`config.mk`:
```
export PLATFORM = sky130hd
export DESIGN_NAME = trdb_itype_detector_ras_flat
export DESIGN_NICKNAME = d
export VERILOG_FILES = /design/src/rtl/trdb_itype_detector_ras_if.sv /design/src/rtl/trdb_itype_detector_ras.sv /design/src/flat_wrapper.sv
export SDC_FILE = /design/constraint.sdc
export NUM_CORES = 1
export LEC_CHECK = 0
export CAP_MARGIN = 15
export CORE_MARGIN = 4
export CORE_UTILIZATION = 54
export CTS_BUF_LIST = sky130_fd_sc_hd__clkbuf_8
export CTS_CLUSTER_SIZE = 40
export DETAILED_ROUTE_END_ITERATION = 6
export GPL_ROUTABILITY_DRIVEN = 0
export PLACE_DENSITY_LB_ADDON = 0.25
export SYNTH_ARGS = -nofsm -noshare
export SYNTH_HDL_FRONTEND = slang
export SYNTH_SLANG_ARGS = --single-unit
export TNS_END_PERCENT = 1
```
`constraint.sdc`:
```
create_clock -name clk_i -period 4.7 [get_ports clk_i]
set_input_delay 0.47 -clock clk_i [delete_from_list [all_inputs] [get_ports clk_i]]
set_output_delay 0.47 -clock clk_i [all_outputs]
set_load 0.005 [all_outputs]
```
`src/rtl/trdb_itype_detector_ras_if.sv`:
```
// Interface: trdb_itype_detector_ras_if
// Groups the retirement-side inputs and the classified outputs of the
// instruction-type detector. The detector connects through the slave modport.
// The retirement source and packet emitter (or a testbench) use the master modport.
//
//   valid_i         retired instruction present this cycle
//   inst_data_i     instruction word (compressed: low 16 bits significant)
//   compressed_i    instruction is 16-bit
//   iaddr_i         address of this instruction
//   next_iaddr_i    address of next retired instruction
//   implicit_ret_i  implicit-return mode enable
//   flush_i         clear the return-address stack
//   valid_o .. ras_depth_o   registered classification results
interface trdb_itype_detector_ras_if #(
    parameter int IADDR_W   = 32,
    parameter int RAS_DEPTH = 8
);
    localparam int DEPTH_W = $clog2(RAS_DEPTH + 1);

    logic               valid_i;
    logic [31:0]        inst_data_i;
    logic               compressed_i;
    logic [IADDR_W-1:0] iaddr_i;
    logic [IADDR_W-1:0] next_iaddr_i;
    logic               implicit_ret_i;
    logic               flush_i;

    logic               valid_o;
    logic               is_branch_o;
    logic               is_branch_taken_o;
    logic               updiscon_o;
    logic               is_call_o;
    logic               is_ret_o;
    logic               ret_implicit_o;
    logic               ras_overflow_o;
    logic [DEPTH_W-1:0] ras_depth_o;

    modport master (
        output valid_i, inst_data_i, compressed_i, iaddr_i, next_iaddr_i,
               implicit_ret_i, flush_i,
        input  valid_o, is_branch_o, is_branch_taken_o, updiscon_o, is_call_o,
               is_ret_o, ret_implicit_o, ras_overflow_o, ras_depth_o
    );

    modport slave (
        input  valid_i, inst_data_i, compressed_i, iaddr_i, next_iaddr_i,
               implicit_ret_i, flush_i,
        output valid_o, is_branch_o, is_branch_taken_o, updiscon_o, is_call_o,
               is_ret_o, ret_implicit_o, ras_overflow_o, ras_depth_o
    );
endinterface

```
`src/rtl/trdb_itype_detector_ras.sv`:
```
// Module: trdb_itype_detector_ras
// Registered instruction-type classifier for the trace encoder. Each retired
// instruction is decoded into branch/taken, call, return and uninferable
// discontinuity flags one cycle after it is presented. Calls push their return
// address onto a circular return-address stack. A return whose target matches
// the stack top is reported as an implicit return instead of a discontinuity.
//
// Ports:
//   clk_i    clock
//   rst_ni   asynchronous reset, active low
//   bus      trdb_itype_detector_ras_if.slave (retirement inputs, classified outputs)
module trdb_itype_detector_ras #(
    parameter int IADDR_W   = 32,
    parameter int RAS_DEPTH = 8
) (
    input  logic                         clk_i,
    input  logic                         rst_ni,
    trdb_itype_detector_ras_if.slave     bus
);
    localparam int PTR_W   = $clog2(RAS_DEPTH);
    localparam int DEPTH_W = $clog2(RAS_DEPTH + 1);
    localparam logic [DEPTH_W-1:0] FULL = DEPTH_W'(RAS_DEPTH);

    function automatic logic is_link(input logic [4:0] r);
        return (r == 5'd1) || (r == 5'd5);
    endfunction

    // ------------------------------------------------------------------
    // Instruction decode (combinational)
    // ------------------------------------------------------------------
    logic [31:0]        inst;
    logic [IADDR_W-1:0] seq_addr;
    logic               dec_branch;
    logic               dec_call;
    logic               dec_ret;
    logic               dec_updiscon;

    assign inst     = bus.inst_data_i;
    // Sequential successor; wraps modulo 2^IADDR_W by width truncation.
    assign seq_addr = bus.iaddr_i + (bus.compressed_i ? IADDR_W'(2) : IADDR_W'(4));

    always_comb begin
        dec_branch   = 1'b0;
        dec_call     = 1'b0;
        dec_ret      = 1'b0;
        dec_updiscon = 1'b0;
        if (!bus.compressed_i) begin
            unique case (inst[6:0])
                // All funct3 values: the base branches plus p.beqimm/p.bneimm.
                7'b1100011: dec_branch = 1'b1;
                7'b1101111: dec_call   = is_link(inst[11:7]);
                7'b1100111: begin
                    dec_updiscon = 1'b1;
                    dec_call     = is_link(inst[11:7]);
                    // rd=link excludes this, so a coroutine jump counts as a call only.
                    dec_ret      = (inst[11:7] == 5'd0) && is_link(inst[19:15]) &&
                                   (inst[31:20] == 12'd0);
                end
                default: begin
                    // MRET, SRET, URET
                    if (inst == 32'h3020_0073 || inst == 32'h1020_0073 ||
                        inst == 32'h0020_0073) begin
                        dec_updiscon = 1'b1;
                    end
                end
            endcase
        end else begin
            if (inst[1:0] == 2'b01) begin
                // c.jal (RV32) is a call; c.j is neither call nor discontinuity.
                if (inst[15:13] == 3'b001) dec_call = 1'b1;
                if (inst[15:14] == 2'b11)  dec_branch = 1'b1;   // c.beqz / c.bnez
            end else if (inst[1:0] == 2'b10 && inst[15:13] == 3'b100 &&
                         inst[11:7] != 5'd0 && inst[6:2] == 5'd0) begin
                dec_updiscon = 1'b1;
                if (inst[12]) begin
                    dec_call = 1'b1;                            // c.jalr
                end else begin
                    dec_ret  = is_link(inst[11:7]);             // c.jr
                end
            end
        end
    end

    // ------------------------------------------------------------------
    // Return-address stack next state
    // ------------------------------------------------------------------
    logic [IADDR_W-1:0] ras_q [RAS_DEPTH];
    logic [PTR_W-1:0]   ptr_q, ptr_d, ptr_eff;
    logic [DEPTH_W-1:0] depth_q, depth_d, depth_eff;
    logic [IADDR_W-1:0] top;
    logic               ras_clear;
    logic               push;
    logic               ret_chk;
    logic               ret_hit;
    logic               overflow;

    // Disabling implicit-return mode holds the stack empty, like a flush.
    assign ras_clear = bus.flush_i || !bus.implicit_ret_i;
    assign ptr_eff   = ras_clear ? '0 : ptr_q;
    assign depth_eff = ras_clear ? '0 : depth_q;
    assign top       = ras_q[ptr_eff - PTR_W'(1)];

    assign push     = bus.valid_i && dec_call && bus.implicit_ret_i;
    assign ret_chk  = bus.valid_i && dec_ret && bus.implicit_ret_i;
    assign ret_hit  = ret_chk && (depth_eff != '0) && (bus.next_iaddr_i == top);
    assign overflow = push && (depth_eff == FULL);

    always_comb begin
        ptr_d   = ptr_eff;
        depth_d = depth_eff;
        if (push) begin
            // When full the pointer wraps onto the oldest entry and depth saturates.
            ptr_d = ptr_eff + PTR_W'(1);
            if (depth_eff != FULL) depth_d = depth_eff + DEPTH_W'(1);
        end else if (ret_hit) begin
            ptr_d   = ptr_eff - PTR_W'(1);
            depth_d = depth_eff - DEPTH_W'(1);
        end else if (ret_chk && depth_eff != '0) begin
            // Mismatched return: stack contents no longer trusted.
            ptr_d   = '0;
            depth_d = '0;
        end
    end

    // Stack storage carries data only; occupancy alone defines validity.
    always_ff @(posedge clk_i) begin
        if (push) ras_q[ptr_eff] <= seq_addr;
    end

    // ------------------------------------------------------------------
    // Registered control and outputs
    // ------------------------------------------------------------------
    logic valid_q, branch_q, taken_q, updiscon_q, call_q, ret_q, ret_impl_q, ovf_q;

    always_ff @(posedge clk_i or negedge rst_ni) begin
        if (!rst_ni) begin
            ptr_q      <= '0;
            depth_q    <= '0;
            valid_q    <= 1'b0;
            branch_q   <= 1'b0;
            taken_q    <= 1'b0;
            updiscon_q <= 1'b0;
            call_q     <= 1'b0;
            ret_q      <= 1'b0;
            ret_impl_q <= 1'b0;
            ovf_q      <= 1'b0;
        end else begin
            ptr_q      <= ptr_d;
            depth_q    <= depth_d;
            valid_q    <= bus.valid_i;
            branch_q   <= bus.valid_i && dec_branch;
            taken_q    <= bus.valid_i && dec_branch && (bus.next_iaddr_i != seq_addr);
            updiscon_q <= bus.valid_i && dec_updiscon && !ret_hit;
            call_q     <= bus.valid_i && dec_call;
            ret_q      <= bus.valid_i && dec_ret;
            ret_impl_q <= ret_hit;
            ovf_q      <= overflow;
        end
    end

    assign bus.valid_o           = valid_q;
    assign bus.is_branch_o       = branch_q;
    assign bus.is_branch_taken_o = taken_q;
    assign bus.updiscon_o        = updiscon_q;
    assign bus.is_call_o         = call_q;
    assign bus.is_ret_o          = ret_q;
    assign bus.ret_implicit_o    = ret_impl_q;
    assign bus.ras_overflow_o    = ovf_q;
    assign bus.ras_depth_o       = depth_q;
endmodule

```
`src/flat_wrapper.sv`:
```
// flat-port wrapper written by rule: the top's interface ports become plain ports
module trdb_itype_detector_ras_flat 
#(
    parameter int IADDR_W   = 32,
    parameter int RAS_DEPTH = 8
)
  (clk_i, rst_ni, bus_valid_i, bus_inst_data_i, bus_compressed_i, bus_iaddr_i, bus_next_iaddr_i, bus_implicit_ret_i, bus_flush_i, bus_valid_o, bus_is_branch_o, bus_is_branch_taken_o, bus_updiscon_o, bus_is_call_o, bus_is_ret_o, bus_ret_implicit_o, bus_ras_overflow_o, bus_ras_depth_o);
  trdb_itype_detector_ras_if #(.IADDR_W(IADDR_W), .RAS_DEPTH(RAS_DEPTH)) bus_i ();
  input  logic clk_i;
  input  logic rst_ni;
  input wire logic [$bits(bus_i.valid_i)-1:0] bus_valid_i;
  input wire logic [$bits(bus_i.inst_data_i)-1:0] bus_inst_data_i;
  input wire logic [$bits(bus_i.compressed_i)-1:0] bus_compressed_i;
  input wire logic [$bits(bus_i.iaddr_i)-1:0] bus_iaddr_i;
  input wire logic [$bits(bus_i.next_iaddr_i)-1:0] bus_next_iaddr_i;
  input wire logic [$bits(bus_i.implicit_ret_i)-1:0] bus_implicit_ret_i;
  input wire logic [$bits(bus_i.flush_i)-1:0] bus_flush_i;
  output wire logic [$bits(bus_i.valid_o)-1:0] bus_valid_o;
  output wire logic [$bits(bus_i.is_branch_o)-1:0] bus_is_branch_o;
  output wire logic [$bits(bus_i.is_branch_taken_o)-1:0] bus_is_branch_taken_o;
  output wire logic [$bits(bus_i.updiscon_o)-1:0] bus_updiscon_o;
  output wire logic [$bits(bus_i.is_call_o)-1:0] bus_is_call_o;
  output wire logic [$bits(bus_i.is_ret_o)-1:0] bus_is_ret_o;
  output wire logic [$bits(bus_i.ret_implicit_o)-1:0] bus_ret_implicit_o;
  output wire logic [$bits(bus_i.ras_overflow_o)-1:0] bus_ras_overflow_o;
  output wire logic [$bits(bus_i.ras_depth_o)-1:0] bus_ras_depth_o;
  assign bus_i.valid_i = bus_valid_i;
  assign bus_i.inst_data_i = bus_inst_data_i;
  assign bus_i.compressed_i = bus_compressed_i;
  assign bus_i.iaddr_i = bus_iaddr_i;
  assign bus_i.next_iaddr_i = bus_next_iaddr_i;
  assign bus_i.implicit_ret_i = bus_implicit_ret_i;
  assign bus_i.flush_i = bus_flush_i;
  assign bus_valid_o = bus_i.valid_o;
  assign bus_is_branch_o = bus_i.is_branch_o;
  assign bus_is_branch_taken_o = bus_i.is_branch_taken_o;
  assign bus_updiscon_o = bus_i.updiscon_o;
  assign bus_is_call_o = bus_i.is_call_o;
  assign bus_is_ret_o = bus_i.is_ret_o;
  assign bus_ret_implicit_o = bus_i.ret_implicit_o;
  assign bus_ras_overflow_o = bus_i.ras_overflow_o;
  assign bus_ras_depth_o = bus_i.ras_depth_o;
  trdb_itype_detector_ras #(.IADDR_W(IADDR_W), .RAS_DEPTH(RAS_DEPTH)) u_core (.clk_i(clk_i), .rst_ni(rst_ni), .bus(bus_i));
endmodule
```
==> results.ini, run 1 <==
[status]
status = completed

[synth]
yosysMostFrequentCell = edfxtp_1
syn_area_per_cell_um2 = 15.1
synth_cells = 834
yosys.cell_types.count = 74
ys_seq_area_frac = 0.639
yosysWarnings = 0
ys_ff_latch = 271
netlist_top_cells_count = edfxtp_1 (256), xnor2_1 (62), mux4_2 (52)
synth_edf_count = 256
yosysTopAreaCellShare = 0.609
yosysTopAreaCell = edfxtp_1
synth_area_leaders = edfxtp_1 (61%), mux4_2 (9.3%), xnor2_1 (4.3%), dfrtp_1 (3.0%), xor2_1 (2.8%)
synthFlopType = edfxtp_1
synth.net_count = 942
synthesis.area_mm2 = 0.0126
async_reset_ff_frac = 0.0554

[cts]
cts-htree-levels = 2
clock_sinks = 271
clk_pin_slew_ns = 0.07
clockBufferDepth = 3
clk_latency_ns = 0.55
cts_root_buffer = clkbuf_8
ctsResizeCount = 0
cts_made_buffers = 45
hold_buffers = 0
cts_tree = built
cts_setup_buffers = 0

[cells_and_area]
synthToLayoutAreaGrowth_pct = 20.6
seq_area_mm2 = 0.00806
fin_nets = 1113
multiInputGateArea_mm2 = 0.00431
n_antenna_cell = 0
drive_gt1_frac = 0.185
finish.utilization = 0.668
fill_cells = 1649

[global_routing]
grt_pass1_wl_mm = 48.7
grt_pass1_vias = 8020
grt_overflow = 0
groute.usage.overall = 0.249
grt_max_degree = 68
antenna_found_initial = 0

[floorplan]
rows = 55
coreArea_mm2 = 0.0228
die_h_um = 161
start_util = 0.554
io_pins = 114
dieArea_mm2 = 0.0259
die_w_um = 161

[timing]
post-route-min-period_ns = 3.75
final_hold_viol_count = 0
maxSlewHeadroom = 0.410
fmax_mhz = 267
timing.final.ws_setup_ns = 0.952
drv_slew = 0
finalHoldWorstSlack_ns = 0.384
setup-violations-final = 0
tightest_slew_ns = 0.879
fin_crit_sh = 0.797
skew_ns = 0.0236
rsz0062_at_grt = no

[critical_path]
critPathRequiredTime_ns = 5.16
crit_type = in -> reg
worstPathMaxFanout = 18
crit_arrival_ns = 4.21
start_kind = input port
endpoint_kind = flop

[drt]
wl_per_cell_um = 23.8
drtPass1Iterations = 5
dr_total_vias = 8136
drc = 0
final_antenna_net_count = 0
routed_wl_mm = 32.2
drt_iter0_drc = 826
vias_per_cell = 6.01

[min_path]
hold_path.class = in -> async

[placed_design]
dp_hpwl_mm = 21.4
dp_slack_ns = 0.460
io_buffers = 113

[run]
cap_violations = 0

[power]
peakVddDrop_v = 0.000239
p_total_mw = 4.86
pwr_density_cell_mw_per_mm2 = 320
p_leak_nw = 5.13

==> cell families after synthesis <==
| family | synth area share |
|---|---|
| flip-flops | 0.639 |
| adder cells (fa/ha/maj) | 0.00655 |
| AO/OA/AOI/OAI | 0.0458 |
| multiplexers | 0.110 |
| XOR/XNOR | 0.0708 |
| buffers and inverters | 0.0228 |
| AND/OR/NAND/NOR | 0.105 |
==> report_power, final <==
group / switching [mW] / internal [mW] / leakage [nW]
Sequential: 0.000802 / 2.65 / 2.51
Clock: 0.905 / 0.986 / 0.485
Combinational: 0.169 / 0.149 / 2.14
==> registers in the layout, indices dropped and copies added, names as in the netlist <==
signal / count
u_core.bus.ras_overflow_o: 1
u_core.bus.is_branch_taken_o: 1
u_core.ptr_q: 3
u_core.bus.is_call_o: 1
u_core.bus.updiscon_o: 1
u_core.bus.is_branch_o: 1
u_core.ras_q: 256
u_core.bus.ras_depth_o: 4
u_core.bus.ret_implicit_o: 1
u_core.bus.valid_o: 1
u_core.bus.is_ret_o: 1
==> routing by layer <==
layer | vias to the layer above | share of wire | GRT usage
li1 | 3608 | - | -
met1 | 4067 | 0.41 | 0.354
met2 | 386 | 0.47 | 0.395
met3 | 73 | 0.082 | 0.0434
met4 | 2 | 0.031 | 0.0838
met5 | - | 0.00093 | 0
==> layout make-up <==
type	count	share of cell area
well taps	313	0.0258
repair buffers	161	0.101
clock inverters	35	0.0118
clock buffers	47	0.0425
multi-input cells	504	0.284
inverters	22	0.00559
flip-flops and latches	271	0.530
==> critical path, cell delays in order <==
cell	delay, ns
clkdlybuf4s50_1	0.55
and2b_1	0.25
nand2_1	0.22
inv_1	0.10
ha_1	0.31
inv_2	0.17
buf_4	0.32
mux4_2	0.36
xnor2_1	0.24
nand4_1	0.14
o21ai_2	0.24
nand4_1	0.15
nor3_1	0.25
nand3_2	0.18
a32oi_2	0.24
==> metrics by stage <==
| step | TNS [ns] | cell area [µm²] | cells |
|---|---|---|---|
| floorplan | -137.86 | 12600 | 834 |
| global placement | 0 | 14400 | 1271 |
| detailed placement | 0 | 14400 | 1271 |
| CTS | 0 | 15200 | 1353 |
| global route | 0 | 15200 | 1353 |
| finish | 0 | 15200 | 1353 |
==> placed cells by master (no fill, tap or decap), types with 11 or more instances in the layout <==
cell type,instances
edfxtp_1,256
clkdlybuf4s50_1,113
xnor2_1,62
mux4_2,52
nand2_1,50
clkbuf_8,47
buf_4,45
nor2_1,43
xor2_1,40
inv_1,35
nand3_1,28
nand4_1,27
a21oi_1,18
nor3_1,16
dfrtp_1,15
mux2i_1,14
o21ai_0,13
clkinv_2,11
==> worst paths after layout <==
path / start / slack (ns) / end / depth (start not counted)
worst max-delay path: bus_implicit_ret_i / 0.95 / u_core.bus.ras_depth_o[0] / 15
worst min-delay path: rst_ni / 0.38 / u_core.bus.is_branch_taken_o / 1
worst max register to register: u_core.ptr_q[1] / 1.04 / u_core.bus.ras_depth_o[0] / 13
worst min register to register: u_core.bus.ras_depth_o[2] / 0.66 / u_core.bus.ras_overflow_o / 1
max in group asynchronous: rst_ni / 3.80 / u_core.bus.is_branch_o / 1
min in group clk_i: bus_valid_i / 0.61 / u_core.bus.valid_o / 1
Note: power is estimated with default switching activity, not from simulation.
==> inputs of run 2 (changes only) <==
--- a/config.mk
+++ b/config.mk
@@ -7,7 +7,7 @@
 export LEC_CHECK = 0
 export CAP_MARGIN = 15
 export CORE_MARGIN = 4
-export CORE_UTILIZATION = 54
+export CORE_UTILIZATION = 55
 export CTS_BUF_LIST = sky130_fd_sc_hd__clkbuf_8
 export CTS_CLUSTER_SIZE = 40
 export DETAILED_ROUTE_END_ITERATION = 6
==> constraint.sdc (replaced) <==
create_clock -name clk_i -period 3.5 [get_ports clk_i]
set_input_delay 0.35 -clock clk_i [delete_from_list [all_inputs] [get_ports clk_i]]
set_output_delay 0.35 -clock clk_i [all_outputs]
set_load 0.005 [all_outputs]
==> run 2 against run 1 <==
Net effect:
- total power grew 40%
- critical path depth is the same
- count of clock-buffer cells in the layout shrank 3
- wire length grew 4.2%
- sequential cell count is the same
- critical path type unchanged
==> results.ini, run 2 (synthesis gave the netlist of run 1 again) <==
[floorplan]
io_pins = 114  ; unchanged
die_w_um = 159  ; -0.87%
coreArea_mm2 = 0.0226  ; -0.91%
die_h_um = 159  ; -0.87%
start_util = 0.559  ; +0.00506
dieArea_mm2 = 0.0254  ; -1.7%
rows = 55  ; unchanged

[critical_path]
endpoint_kind = flop
critPathBufInv = 5  ; +1
crit_arrival_ns = 3.75  ; -0.46 ns
crit_family = buffers and inverters
worstPathMaxFanout = 9  ; -9
slowest_stage = clkdlybuf4s50_1
crit_type = in -> reg
start_kind = input port
worstPathCellList = clkdlybuf4s50_1 > and2b_1 > nand2_1 > inv_1 > ha_1 > inv_2 > buf_12 > buf_4 > mux4_2 > nand2b_1 > a21oi_1 > o22ai_1 > nor4_2 > nand3_2 > o211ai_1
max_stage_delay_ns = 0.52  ; -0.03 ns
r2r_slack_ns = 0.24  ; -0.80 ns
critPathRequiredTime_ns = 3.95  ; -1.21 ns

[cells_and_area]
final_area_mm2 = 0.0161  ; +5.6%
final_cells = 1398  ; +3.3%
drive_gt1_frac = 0.241  ; +0.0562
final_common_cell = edfxtp_1
synthToLayoutAreaGrowth_pct = 27.4
seq_area_mm2 = 0.00806  ; unchanged
largest_reg_flops = 256  ; unchanged
fin_nets = 1186  ; +6.6%
fill_cells = 1470  ; -11%
multiInputGateArea_mm2 = 0.00438  ; +1.5%
finish.utilization = 0.712  ; +0.0441
final_cell_mix = edfxtp_1 (256), clkdlybuf4s50_1 (113), buf_4 (104), xnor2_1 (62), mux4_2 (52)
n_antenna_cell = 0  ; unchanged
largest_register = u_core.ras_q

[timing]
tns_ns = 0  ; unchanged
setup-violations-final = 0  ; unchanged
fin_crit_sh = 0.943
drv_slew = 0  ; unchanged
fmax_mhz = 303
finalHoldWorstSlack_ns = 0.263  ; -0.121 ns
tightest_slew_ns = 0.778  ; -0.101 ns
rsz0062_at_grt = no
timing.final.ws_setup_ns = 0.199  ; -0.753 ns
skew_ns = 0.0152  ; -0.00838 ns
post-route-min-period_ns = 3.30
final_hold_viol_count = 0  ; unchanged
maxSlewHeadroom = 0.480  ; +0.0702

[global_routing]
antenna_found_initial = 0  ; unchanged
grt_overflow = 0  ; unchanged
grt_pass1_wl_mm = 51.0  ; +4.8%
grt_pass1_vias = 8590  ; +7.1%
groute.usage.overall = 0.265  ; +0.0162
grt_max_degree = 33  ; -51%

[cts]
clk_pin_slew_ns = 0.06  ; about the same
cts_root_buffer = clkbuf_8
cts-htree-levels = 2  ; unchanged
cts_made_buffers = 43  ; -4.4%
hold_buffers = 0  ; unchanged
clockBufferDepth = 3  ; unchanged
clock_sinks = 271  ; unchanged
ctsResizeCount = 0  ; unchanged
clk_latency_ns = 0.55  ; about the same
cts_setup_buffers = 0  ; unchanged
cts_tree = built

[power]
pwr_density_cell_mw_per_mm2 = 424  ; +33%
p_leak_nw = 5.59  ; +9.0%
p_clk_frac = 0.409  ; +0.020
p_comb_frac = 0.068  ; +0.003
power_frac_seq = 0.523  ; -0.023
p_int_mw = 5.34  ; +41%
p_switching_mw = 1.46  ; +36%
peakVddDrop_v = 0.000365  ; +53%
swShare = 0.215  ; -0.00602
p_total_mw = 6.81  ; +40%

[status]
status = completed

[drt]
drtPass1Iterations = 5  ; unchanged
wl_per_cell_um = 24.0  ; +0.85%
drt_iter0_drc = 806  ; -2.4%
routed_wl_mm = 33.6  ; +4.2%
dr_total_vias = 8436  ; +3.7%
vias_per_cell = 6.03  ; +0.35%
final_antenna_net_count = 0  ; unchanged
drc = 0  ; unchanged

[placed_design]
io_buffers = 113  ; unchanged
dp.cells = 1318  ; +3.7%
dp_hpwl_mm = 23.4  ; +9.6%
placed_area_mm2 = 0.0152  ; +5.5%
dp_slack_ns = -0.306  ; -0.766 ns

[run]
cap_violations = 0  ; unchanged

[min_path]
hold_path.class = in -> async

-- run 2: cell count changes in the layout (fill, tap and decap cells not counted), sizes merged --
| cell | previous run | this run |
|---|---|---|
| clkinvlp | 2 | 1 |
| clkbuf | 47 | 44 |
| buf | 48 | 123 |
| clkinv | 17 | 18 |
| inv | 37 | 34 |
| bufinv | 1 | 5 |
-- run 2: layer usage --
metal | GRT usage | part of all wire | vias up
met4 | 0.0761 | 0.023 | 0
met5 | 0 | 0 | -
met1 | 0.349 | 0.39 | 4169
met2 | 0.441 | 0.50 | 453
met3 | 0.0670 | 0.091 | 59
li1 | - | - | 3755
-- run 2: worst paths after layout --
path                                           start                   endpoint  cells after the start
min reg2reg                u_core.bus.ras_depth_o[2]  u_core.bus.ras_overflow_o                      1
max reg2reg                          u_core.ptr_q[1]            u_core.ptr_q[2]                     13
min                                           rst_ni  u_core.bus.ras_depth_o[2]                      1
max                                      bus_flush_i            u_core.ptr_q[2]                     15
max in group asynchronous                     rst_ni  u_core.bus.ras_depth_o[0]                      1
min in group clk_i                       bus_valid_i         u_core.bus.valid_o                      1
-- run 2: final cells by class --
class	count	area share
Sequential cell	271	0.502
Multi-Input combinational cell	504	0.272
Timing Repair Buffer	236	0.143
Clock buffer	44	0.0377
Tap cell	285	0.0222
Clock inverter	36	0.0178
Inverter	22	0.00530
-- run 2: power by group through the flow --
stage | clock network, mW | registers, mW | logic, mW
4_1_cts | 2.81 | 3.56 | 0.462
3_3_place_gp | 0 | 3.63 | 0.453
2_1_floorplan | 0 | 3.63 | 0.166
6_report | 2.78 | 3.56 | 0.466
3_5_place_dp | 0 | 3.63 | 0.459
5_1_grt | 3.00 | 3.56 | 0.498
==> inputs of run 3 (changes only) <==
--- a/config.mk
+++ b/config.mk
@@ -13,6 +13,7 @@
 export DETAILED_ROUTE_END_ITERATION = 6
 export GPL_ROUTABILITY_DRIVEN = 0
 export PLACE_DENSITY_LB_ADDON = 0.25
+export REMOVE_ABC_BUFFERS = 1
 export SYNTH_ARGS = -nofsm -noshare
 export SYNTH_HDL_FRONTEND = slang
 export SYNTH_SLANG_ARGS = --single-unit
==> run 3 against run 2 <==
Net effect:
- combinational power fell by 3%
- clock skew grew 0.012 ns
- sequential share of layout area grew 1.0 points
- clock power decreased by 5%
- first-iteration DRC count grew 15%
- sequential power about the same
- final cell count down 2.2%
- global-route usage decreased by 0.84 points
- total power fell by 2.3%
- critical endpoint is now u_core.bus.is_branch_taken_o
- largest cell class unchanged
==> results.ini, run 3 (synthesis gave the netlist of run 1 again) <==
[cells_and_area]
synthToLayoutAreaGrowth_pct = 24.8
largest_register = u_core.ras_q
final_cell_mix = edfxtp_1 (256), clkdlybuf4s50_1 (112), buf_4 (79), xnor2_1 (62), mux4_2 (52)
drive_gt1_frac = 0.218  ; -0.0227
n_antenna_cell = 0  ; unchanged
largest_reg_flops = 256  ; unchanged
fin_nets = 1160  ; -2.2%
final_area_mm2 = 0.0157  ; -2.0%
final_common_cell = edfxtp_1

[critical_path]
worstPathMaxFanout = 4  ; -5
r2r_start = u_core.ptr_q[0]
endpoint_kind = flop
crit_type = in -> reg
r2r_end = u_core.bus.ras_depth_o[1]
start_kind = input port
crit_arrival_ns = 3.71  ; -0.04 ns
r2r_slack_ns = 0.32  ; +0.08 ns
critPathRequiredTime_ns = 3.90  ; -0.05 ns
rr_worst_depth = 11  ; -2
startpoint = bus_compressed_i

[timing]
drv_slew = 0  ; unchanged
fin_crit_sh = 0.948  ; +0.00480
setup-violations-final = 0  ; unchanged
tightest_slew_ns = 0.703  ; -0.0743 ns
finalHoldWorstSlack_ns = 0.237  ; -0.0258 ns
final_hold_viol_count = 0  ; unchanged
rsz0062_at_grt = no
maxSlewHeadroom = 0.530  ; +0.0497
fmax_mhz = 301  ; -0.51%
post-route-min-period_ns = 3.32  ; +0.0168 ns
skew_ns = 0.0276  ; +0.0124 ns
tns_ns = 0  ; unchanged

[power]
pwr_density_cell_mw_per_mm2 = 422  ; -0.31%
p_leak_nw = 5.43  ; -3.0%
peakVddDrop_v = 0.000264  ; -28%

[floorplan]
die_w_um = 159  ; unchanged
start_util = 0.559  ; unchanged
coreArea_mm2 = 0.0226  ; unchanged
dieArea_mm2 = 0.0254  ; unchanged
rows = 55  ; unchanged
io_pins = 114  ; unchanged
die_h_um = 159  ; unchanged

[cts]
clk_pin_slew_ns = 0.06  ; about the same
clk_latency_ns = 0.55  ; about the same
cts_root_buffer = clkbuf_8
clock_sinks = 271  ; unchanged
cts_made_buffers = 43  ; unchanged
cts_tree = built
cts-htree-levels = 2  ; unchanged
clockBufferDepth = 3  ; unchanged

[drt]
dr_total_vias = 8390  ; -0.55%
routed_wl_mm = 32.6  ; -2.8%
drc = 0  ; unchanged
vias_per_cell = 6.14  ; +1.7%
wl_per_cell_um = 23.9  ; -0.57%
drt_iter0_drc = 924  ; +15%
drtPass1Iterations = 5  ; unchanged
final_antenna_net_count = 0  ; unchanged

[global_routing]
grt_pass1_wl_mm = 49.7  ; -2.5%
grt_overflow = 0  ; unchanged
grt_max_degree = 33  ; unchanged
groute.usage.overall = 0.256  ; -0.00844
grt_pass1_vias = 8349  ; -2.8%
antenna_found_initial = 0  ; unchanged

[placed_design]
io_buffers = 113  ; unchanged
dp_hpwl_mm = 22.5  ; -4.2%
placed_area_mm2 = 0.0149  ; -1.9%

[run]
cap_violations = 0  ; unchanged

[status]
status = completed

[min_path]
hold_path.class = in -> async

==> run 3: layer usage <==
| metal | vias to the layer above | track usage | wire length [µm] |
|---|---|---|---|
| met5 | - | 0 | 0 |
| met4 | 0 | 0.0757 | 908 |
| met3 | 70 | 0.0479 | 2890 |
| met2 | 463 | 0.431 | 16000 |
| met1 | 4150 | 0.346 | 12900 |
| li1 | 3707 | - | - |
==> run 3: worst max path at each step <==
stage	end	cells past startpoint
floorplan	u_core.ras_q[4][0]	6
global route	u_core.bus.is_branch_taken_o	13
finish	u_core.bus.is_branch_taken_o	13
global placement	u_core.bus.is_branch_taken_o	13
detailed placement	u_core.bus.updiscon_o	15
CTS	u_core.bus.updiscon_o	15
==> run 3: area by class of cell <==
type / instances / area, µm²
inverters: 22 / 87.6
clock inverters: 32 / 245
repair buffers: 210 / 2070
fillers: 1511 / 6830
multi-input cells: 504 / 4330
clock buffers: 43 / 592
well taps: 285 / 357
flip-flops and latches: 271 / 8060
==> run 3: critical path: stages <==
cell	delay [ns]
clkdlybuf4s50_1	0.50
ha_1	0.18
inv_1	0.05
fa_1	0.53
nand3b_1	0.25
nor3_1	0.33
and4_1	0.25
xor2_1	0.27
xnor2_1	0.17
nand3_1	0.11
nor3_1	0.22
nand4_1	0.13
o31a_1	0.36
==> run 3: per-stage QoR <==
stage	power (mW)	std cells	util	setup WS (ns)
finish	6.65	1367	0.697	0.183
CTS	6.67	1367	0.696	0.0752
global placement	4.06	1292	0.659	-0.317
global route	6.87	1367	0.697	0.0287
detailed placement	4.07	1292	0.659	-0.439
floorplan	3.79	797	-	-2.16
==> run 3: where the power goes <==
group          internal [mW]  leakage, nW  total (mW)  switching (mW)
Sequential              3.56         2.51        3.56        0.000762
Clock                   1.45        0.475        2.64            1.19
Combinational          0.217         2.44       0.451           0.234
Total                   5.22         5.43        6.65            1.42
==> run 3: what timing repair did <==
action                                  4_1_cts  5_1_grt
setup buffers                                 0        0
hold buffers                                  0        0
endpoints found under the setup margin        0        9
gates resized for setup                       0        6
